<file path="src/rtl/cpu_pkg.sv">
// Shared fetch-stage definitions: FSM state encoding and the NOP filler word.
// No logic; constants only.
// Imported by if_fetch_ctrl and if_skid_buf.
package cpu_pkg;

  localparam int PC_W = 30;

  localparam logic [31:0] NOP_WORD = 32'h0000_0000;

  // Fetch FSM encoding (kept as plain constants for legacy tooling).
  localparam logic [1:0] ST_IDLE  = 2'd0;
  localparam logic [1:0] ST_REQ   = 2'd1;
  localparam logic [1:0] ST_HOLD  = 2'd2;
  localparam logic [1:0] ST_DRAIN = 2'd3;

endpackage

</file>
<file path="src/rtl/if_skid_buf.sv">
// One-entry holding register for a fetched {instr, pc4} pair with a full flag.
// Ports: CLK/Reset; load writes d_*, unload empties; full and q_* show the entry.
// Load wins if load and unload coincide (never happens from the fetch FSM).
module if_skid_buf
  import cpu_pkg::*;
(
  input  logic            CLK,
  input  logic            Reset,
  input  logic            load,
  input  logic            unload,
  input  logic [31:0]     d_instr,
  input  logic [PC_W-1:0] d_pc4,
  output logic            full,
  output logic [31:0]     q_instr,
  output logic [PC_W-1:0] q_pc4
);

  always_ff @(posedge CLK) begin
    if (Reset) begin
      full    <= 1'b0;
      q_instr <= NOP_WORD;
      q_pc4   <= '0;
    end else if (load) begin
      full    <= 1'b1;
      q_instr <= d_instr;
      q_pc4   <= d_pc4;
    end else if (unload) begin
      full    <= 1'b0;
    end
  end

endmodule

</file>
<file path="src/rtl/if_fetch_ctrl.sv">
// Instruction-fetch controller: issues req/ack fetches at PC, captures the word
// into an output slot for decode, and pulses PCWre once per capture or flush.
// Ports: CLK/Reset, PC/PCWre to the PC register, imem_* memory handshake,
// id_stall/flush from downstream, if_valid/if_instr/if_pc4 to decode.
module if_fetch_ctrl
  import cpu_pkg::*;
(
  input  logic            CLK,
  input  logic            Reset,
  input  logic [PC_W-1:0] PC,
  output logic            PCWre,
  output logic            imem_req,
  output logic [PC_W-1:0] imem_addr,
  input  logic            imem_ack,
  input  logic [31:0]     imem_rdata,
  input  logic            id_stall,
  input  logic            flush,
  output logic            if_valid,
  output logic [31:0]     if_instr,
  output logic [PC_W-1:0] if_pc4
);

  logic [1:0]      state;
  logic [31:0]     slot_instr;
  logic [PC_W-1:0] slot_pc4;

  logic            skid_full;
  logic [31:0]     skid_instr;
  logic [PC_W-1:0] skid_pc4;
  logic            skid_load;
  logic            skid_unload;

  // An ack only means something while a request is actually outstanding.
  logic ack_v;
  logic consume;
  logic can_capture;

  assign ack_v       = imem_req && imem_ack;
  assign consume     = if_valid && !id_stall;
  assign can_capture = !if_valid || !id_stall;

  // Invalid slot presents a clean NOP/0 to decode.
  assign if_instr = if_valid ? slot_instr : NOP_WORD;
  assign if_pc4   = if_valid ? slot_pc4   : '0;

  always_comb begin
    PCWre = 1'b0;
    if (Reset)
      PCWre = 1'b0;
    else if (flush)
      PCWre = 1'b1;
    else if (state == ST_REQ && ack_v)
      PCWre = 1'b1;
  end

  always_comb begin
    skid_load   = 1'b0;
    skid_unload = 1'b0;
    if (!Reset) begin
      if (flush)
        skid_unload = 1'b1;
      else if (state == ST_REQ && ack_v && !can_capture)
        skid_load = 1'b1;
      else if (state == ST_HOLD && !id_stall)
        skid_unload = 1'b1;
    end
  end

  if_skid_buf u_skid (
    .CLK     (CLK),
    .Reset   (Reset),
    .load    (skid_load),
    .unload  (skid_unload),
    .d_instr (imem_rdata),
    .d_pc4   (imem_addr + 30'd1),
    .full    (skid_full),
    .q_instr (skid_instr),
    .q_pc4   (skid_pc4)
  );

  always_ff @(posedge CLK) begin
    if (Reset) begin
      state      <= ST_IDLE;
      imem_req   <= 1'b0;
      imem_addr  <= '0;
      if_valid   <= 1'b0;
      slot_instr <= NOP_WORD;
      slot_pc4   <= '0;
    end else if (flush) begin
      if_valid <= 1'b0;
      case (state)
        // An un-acked request cannot be withdrawn; wait it out in DRAIN.
        ST_REQ, ST_DRAIN: begin
          if (ack_v) begin
            state    <= ST_IDLE;
            imem_req <= 1'b0;
          end else begin
            state    <= ST_DRAIN;
          end
        end
        default: begin
          state    <= ST_IDLE;
          imem_req <= 1'b0;
        end
      endcase
    end else begin
      case (state)
        ST_IDLE: begin
          if (consume) if_valid <= 1'b0;
          if (!skid_full) begin
            state     <= ST_REQ;
            imem_req  <= 1'b1;
            imem_addr <= PC;
          end
        end
        ST_REQ: begin
          if (ack_v) begin
            imem_req <= 1'b0;
            if (can_capture) begin
              if_valid   <= 1'b1;
              slot_instr <= imem_rdata;
              slot_pc4   <= imem_addr + 30'd1;
              state      <= ST_IDLE;
            end else begin
              state      <= ST_HOLD;
            end
          end else if (consume) begin
            if_valid <= 1'b0;
          end
        end
        ST_HOLD: begin
          // Slot is stalled-valid here; refill it the edge it is consumed.
          if (!id_stall) begin
            if_valid   <= 1'b1;
            slot_instr <= skid_instr;
            slot_pc4   <= skid_pc4;
            state      <= ST_IDLE;
          end
        end
        default: begin
          if (consume) if_valid <= 1'b0;
          if (ack_v) begin
            imem_req <= 1'b0;
            state    <= ST_IDLE;
          end
        end
      endcase
    end
  end

endmodule

</file>
<file path="config.mk">
export PLATFORM = sky130hd
export DESIGN_NAME = if_fetch_ctrl
export DESIGN_NICKNAME = d
export VERILOG_FILES = /design/src/rtl/cpu_pkg.sv /design/src/rtl/if_skid_buf.sv /design/src/rtl/if_fetch_ctrl.sv
export SDC_FILE = /design/constraint.sdc
export NUM_CORES = 1
export LEC_CHECK = 0
export ABC_CLOCK_PERIOD_IN_PS = 2000
export CAP_MARGIN = 20
export CELL_PAD_IN_SITES_DETAIL_PLACEMENT = 1
export CELL_PAD_IN_SITES_GLOBAL_PLACEMENT = 1
export CORE_ASPECT_RATIO = 1.5
export CORE_UTILIZATION = 34
export CTS_BUF_LIST = sky130_fd_sc_hd__clkbuf_16
export DETAILED_ROUTE_END_ITERATION = 10
export PLACE_DENSITY_LB_ADDON = 0.1
export SLEW_MARGIN = 20
export SYNTH_ARGS = -nofsm -noshare
export SYNTH_HDL_FRONTEND = slang
export SYNTH_HIERARCHICAL = 1
export SYNTH_SLANG_ARGS = --single-unit
export TNS_END_PERCENT = 50
</file>
<file path="constraint.sdc">
create_clock -name CLK -period 2 [get_ports CLK]
set_input_delay 0.2 -clock CLK [delete_from_list [all_inputs] [get_ports CLK]]
set_output_delay 0.2 -clock CLK [all_outputs]
set_load 0.03 [all_outputs]
</file>
# Yosys cells after proc, flatten, opt, wreduce, memory -nomap -nowiden
# Cells that the tools add are included.
word_totals:
  register_bits: 159
  in_bits: 67
  elab_cells: 84
  out_inout_bits: 95
classes:
  n_addsub: 1
  reduce_logical: 20
  muxes: 41
  n_eq_ne: 11
  n_bitwise: 2
ops:
  columns: ["cell", "n"]
  rows:
  - ["32-bit two-way mux", 4]
  - ["30-bit two-way mux", 4]
  - ["32-bit case mux with 2 select lines", 1]
  - ["30-bit case mux with 2 select lines", 1]
  - ["30-bit by 1-bit adder with 30-bit output (second input constant)", 1]
  - ["1-bit two-way mux", 20]
  - ["2-bit two-way mux", 8]
  - ["3-bit != test (second input constant)", 4]
  - ["2-bit != test (second input constant)", 4]
  - ["2-bit case mux with 3 select lines", 1]
  - ["1-bit logical AND", 5]
  - ["5-bit AND reduction", 1]
  - ["2-bit == test (second input constant)", 2]
  - ["1-bit case mux with 2 select lines", 2]
  - ["2-bit AND reduction", 2]
  - ["4-bit AND reduction", 1]
  - ["2-bit nonzero test", 2]
  - ["4-bit nonzero test", 1]
  - ["2-bit OR reduction", 2]
  - ["1-bit logical NOT", 3]
  - ["3-bit AND reduction", 1]
  - ["2-bit by 1-bit == test with 1-bit output (second input constant)", 1]
  - ["2-bit logical NOT", 1]
  - ["1-bit inverter", 2]
  - ["1-bit logical OR", 1]

# Depth between registers and ports, before layout
depth:
  depth_word: 9
  mapped_depth: 10
  mapped_depth_nobuf: 8

# Cells and area by module
# Netlist, hierarchy kept.
modules_own_cells:
  columns: ["mod", "seq_area_each_um2", "area_each_um2", "instances", "cells_each"]
  rows:
  - ["if_fetch_ctrl", 1921.8, 5205.0, 1, 658]
  - ["if_skid_buf", 1261.2, 2289.7, 1, 204]

# Worst setup path after synthesis
# Ideal clock, no wire load.
synth_path:
  kind: "register -> register"
  from: "register imem_addr[9]"
  to: "register slot_pc4[25]"
  n_path_buf: 1
  stages_incl_launch_ff: 7
  synth_period_minus_slack_ns: 2.341
  setup_time_ns: 0.103
  t_required_ns: 1.897
  path_slack_ns: -0.341
  arrival_ns: 2.238
  path_cell_list: "dfxtp_1 > nand4_2 > or3_1 > buf_2 > or4_4 > xor2_1 > a2111oi_2"
synth_between:
  elab_chain_cells: 4
synth_lines:
  columns: ["element", "line", "text"]
  rows:
  - ["start: declaration", "if_fetch_ctrl.sv:13", "output logic [PC_W-1:0] imem_addr,"]
  - ["start signal: assignment", "if_fetch_ctrl.sv:85", "imem_addr <= '0;"]
  - ["start signal: assignment", "if_fetch_ctrl.sv:113", "imem_addr <= PC;"]
  - ["30-bit by 1-bit adder with 30-bit output", "if_fetch_ctrl.sv:122", "slot_pc4 <= imem_addr + 30'd1;"]
  - ["30-bit two-way mux", "if_fetch_ctrl.sv:119", "if (can_capture) begin"]
  - ["30-bit two-way mux", "if_fetch_ctrl.sv:117", "if (ack_v) begin"]
  - ["30-bit case mux with 2 select lines", "if_fetch_ctrl.sv:107", "case (state)"]
  - ["end signal: assignment", "if_fetch_ctrl.sv:122", null]
  - ["end signal: assignment", "if_fetch_ctrl.sv:136", "slot_pc4 <= skid_pc4;"]
  - ["end: declaration", "if_fetch_ctrl.sv:25", "logic [PC_W-1:0] slot_pc4;"]
# No other way between the ends. The select of a mux whose other input is x is not followed.
# A chain may end at the register's enable or synchronous reset.

# Worst setup path in the final report
layout_path:
  from: "register imem_addr[18]"
  to: "register u_skid.q_pc4[23]"
layout_between:
  elab_chain_cells: 1
layout_lines:
  columns: ["element", "line", "text"]
  rows:
  - ["30-bit by 1-bit adder with 30-bit output", "if_fetch_ctrl.sv:75", ".d_pc4 (imem_addr + 30'd1),"]
  - ["end signal: assignment", "if_skid_buf.sv:26", "q_pc4 <= d_pc4;"]
  - ["end: declaration", "if_skid_buf.sv:15", "output logic [PC_W-1:0] q_pc4"]
# No other way between the ends.

==> run_results.csv <==
group,metric,value,unit
timing,period_minus_slack,1.97,ns
clock_network,cts_tree,"yes",
route,wl_per_cell,16.4,um
clock_network,cts_buffer_depth,2,
synthesis,yosysTopAreaCell,"dfxtp_1",
global_route,gr-usage-all-layers,0.196,
die,chipWidth,123,um
finish,final_common_cell,"dfxtp_1",
placement,dp.cells,1307,
worst_setup_path,cp.required,2.30,ns
power,swShare,0.288,
global_route,overflow,0,
timing,relSlewSlack,0.639,
route,wirelength,22.2,mm
power,power.internal,6.43,mW
worst_setup_path,crit_arrival,2.28,ns
synthesis,synth_top_cells_by_area,"dfxtp_1 42%, mux2i_1 13%, nor2_1 5.3%, and2_1 5.2%, nand2_1 4.8%",
synthesis,synthCells,862,
die,placementRows,66,
global_route,grt_pass1_vias,6719,
worst_setup_path,crit_path_end_kind,"flop",
synthesis,netlist_area,7490,um^2
worst_setup_path,worstPathMaxFanout,8,
power,p_leak,4.09,nW
run,maxCapViolCount,0,
worst_setup_path,crit-reg2reg-launch,"imem_addr[18]",
power,power.share.sequential,0.395,
clock_network,cts_sinks,159,
power,combPwrFrac,0.239,
clock_network,root_buffer,"clkbuf_16",
route,firstDrtPassIters,4,
timing,slew_violations,0,
finish,drive_gt1_frac,0.179,
worst_setup_path,crit_start,"imem_addr[18]",
route,vias,6789,
timing,worst_slack,0.0260,ns
synthesis,synth_cell_type_count,43,
synthesis,synth_seq_area_share,0.425,
synthesis,synth_ff_type,"dfxtp_1",
placement,port_buffers,161,
clock_network,hold_buffers,0,
clock_network,clkLatencyLatePin,0.42,ns
route,drt_iter0_markers,287,
synthesis,synth-seq-cells,159,
clock_network,ctsHtreeMaxLevel,4,
power,power_switching,2.60,mW
global_route,grt_max_degree,115,
worst_setup_path,critical_path_class,"reg2reg",
route,drt-vias-per-instance,5.03,
finish,antennaDiodeCount,0,
timing,setup_viol,0,
synthesis,yosys_warnings,6,
power,p_clk_frac,0.366,
finish,final_area,10800,um^2
worst_setup_path,reg2reg_depth,7,
die,pin_count,162,
placement,gp_congestion,0.805,
synthesis,synthArstFlopShare,0,
global_route,grt_first_pass_wirelength,34.4,mm
global_route,antenna_found_initial,0,
finish,layout.nets,1137,
timing,fmax,0.507,GHz
timing,rsz0062_at_grt,"true",
die,die_area,22700,um^2
outcome,status,"finished clean",
die,core_area,21600,um^2
die,start_util,0.346,
die,die_h,184,um
worst_setup_path,r2r-end,"u_skid/q_pc4[23]",
synthesis,synth_top_area_frac,0.425,
min_path,holdCritPathClass,"in2reg",
route,drtAntennaViolNets,0,
synthesis,syn_nets,934,
worst_setup_path,setup.worst_path.end,"u_skid/q_pc4[23]",
timing,tightestPinTransition,0.542,ns
timing,setup_tns,0,ns
placement,place_ws,-0.128,ns
worst_setup_path,start_kind,"flop",
placement,dpl_cell_area,9980,um^2
timing,fin_crit_sh,0.987,
synthesis,avgSynthCellArea,8.69,um^2
route,drc,0,
timing,hold_viol,0,
finish,instances_no_fill,1350,
worst_setup_path,r2r_setup_slack,0.03,ns
timing,fin_skew,0.0107,ns
placement,dp_hpwl,15.0,mm
finish,syn_to_final_growth,44.7,%
power,powerDensity,832,nW/um^2
finish,final_cell_mix,"134 x dfxtp_1, 105 x nor2_1, 104 x clkdlybuf4s50_1, 96 x mux2i_1, 93 x nand2_1",
synthesis,synth_edf_count,0,
clock_network,path_clk_slew,0.06,ns
clock_network,cts_made_buffers,17,
power,peakVddDrop,566,uV
per-stage QoR:
stage | util | power, mW | hold WS (ns)
after CTS | 0.487 | 9.01 | 0.0486
final | 0.501 | 9.02 | 0.0742
after global routing | 0.501 | 9.49 | 0.0666
after global placement | 0.461 | 5.63 | 0.434
after detailed placement | 0.461 | 5.66 | 0.444
after floorplan | - | 4.75 | 0.326
power by group through the flow:
stage | Clock (mW) | Combinational (mW) | Sequential, mW
floorplan | 0 | 0.995 | 3.76
global placement | 0 | 2.00 | 3.63
detailed placement | 0 | 2.02 | 3.63
CTS | 3.41 | 2.04 | 3.56
global route | 3.53 | 2.35 | 3.60
finish | 3.31 | 2.15 | 3.56
metal layers:
layer  track usage  up-vias  wire, um
met3        0.0459       25       860
met2         0.356      141     11700
li1              -     3374         -
met4        0.0670        0       392
met5             0        -         0
met1         0.220     3249      9240
flip-flops by register name, summed over array words and instances, names as in the netlist:
signal and cells:
imem_addr 30, u_skid/full 1, slot_pc4 30, slot_instr 32, if_valid 1, u_skid/q_instr 32
imem_req 1, u_skid/q_pc4 30, state 2
synthesized netlist by cell type, drive strengths merged (10+ instances only):
library cell,count
buf,15
a21oi,51
nor3,12
nor2,105
nand3,21
nand2,96
xnor2,13
dfxtp,159
nor4,11
inv,13
nand2b,20
a211oi,34
o211ai,14
clkbuf,52
a31oi,10
and2,62
mux2i,96
cell families (layout without fill, tap and decap cells):
logic type               after synthesis  after routing  synth area share
AND/OR/NAND/NOR                      361            361             0.234
buffers and inverters                 80            296            0.0548
AO/OA/AOI/OAI                        135            135             0.119
adder cells (fa/ha/maj)                5              5           0.00835
flip-flops                           159            159             0.425
multiplexers                         100            100             0.134
XOR/XNOR                              22             22            0.0257
how the worst min path moves through the flow:
| stage | startpoint | slack, ns | to | cells past startpoint |
|---|---|---|---|---|
| global route | Reset | 0.07 | u_skid/q_pc4[17] | 2 |
| global placement | slot_pc4[10] | 0.43 | slot_pc4[10] | 2 |
| finish | Reset | 0.07 | u_skid/q_pc4[17] | 2 |
| CTS | Reset | 0.05 | u_skid/q_pc4[29] | 2 |
| floorplan | PC[7] | 0.33 | imem_addr[7] | 2 |
| detailed placement | slot_pc4[12] | 0.44 | slot_pc4[12] | 2 |
worst max-delay path: stages, from the launching register on:
cell     delay [ns]
dfxtp_4        0.35
nand4_1        0.12
or3_4          0.45
buf_4          0.16
o31a_1         0.28
or2_2          0.30
mux2i_1        0.14
nor2_1         0.05
timing repair:
item                       CTS  global route
setup endpoints to repair   67           122
hold endpoints to repair     0             0
buffers inserted             0             7
cloned                       0             5
resized for setup           59            46
pin swaps                    1             3
final cells by class:
type	instances	area (um^2)
fill	2516	10800
multi-input combinational	623	4080
inverter	13	48.8
sequential	159	3260
clock buffer	18	450
clock inverter	14	149
timing repair buffer	251	2510
tap	272	340
Power figures use the tool's default switching activity.
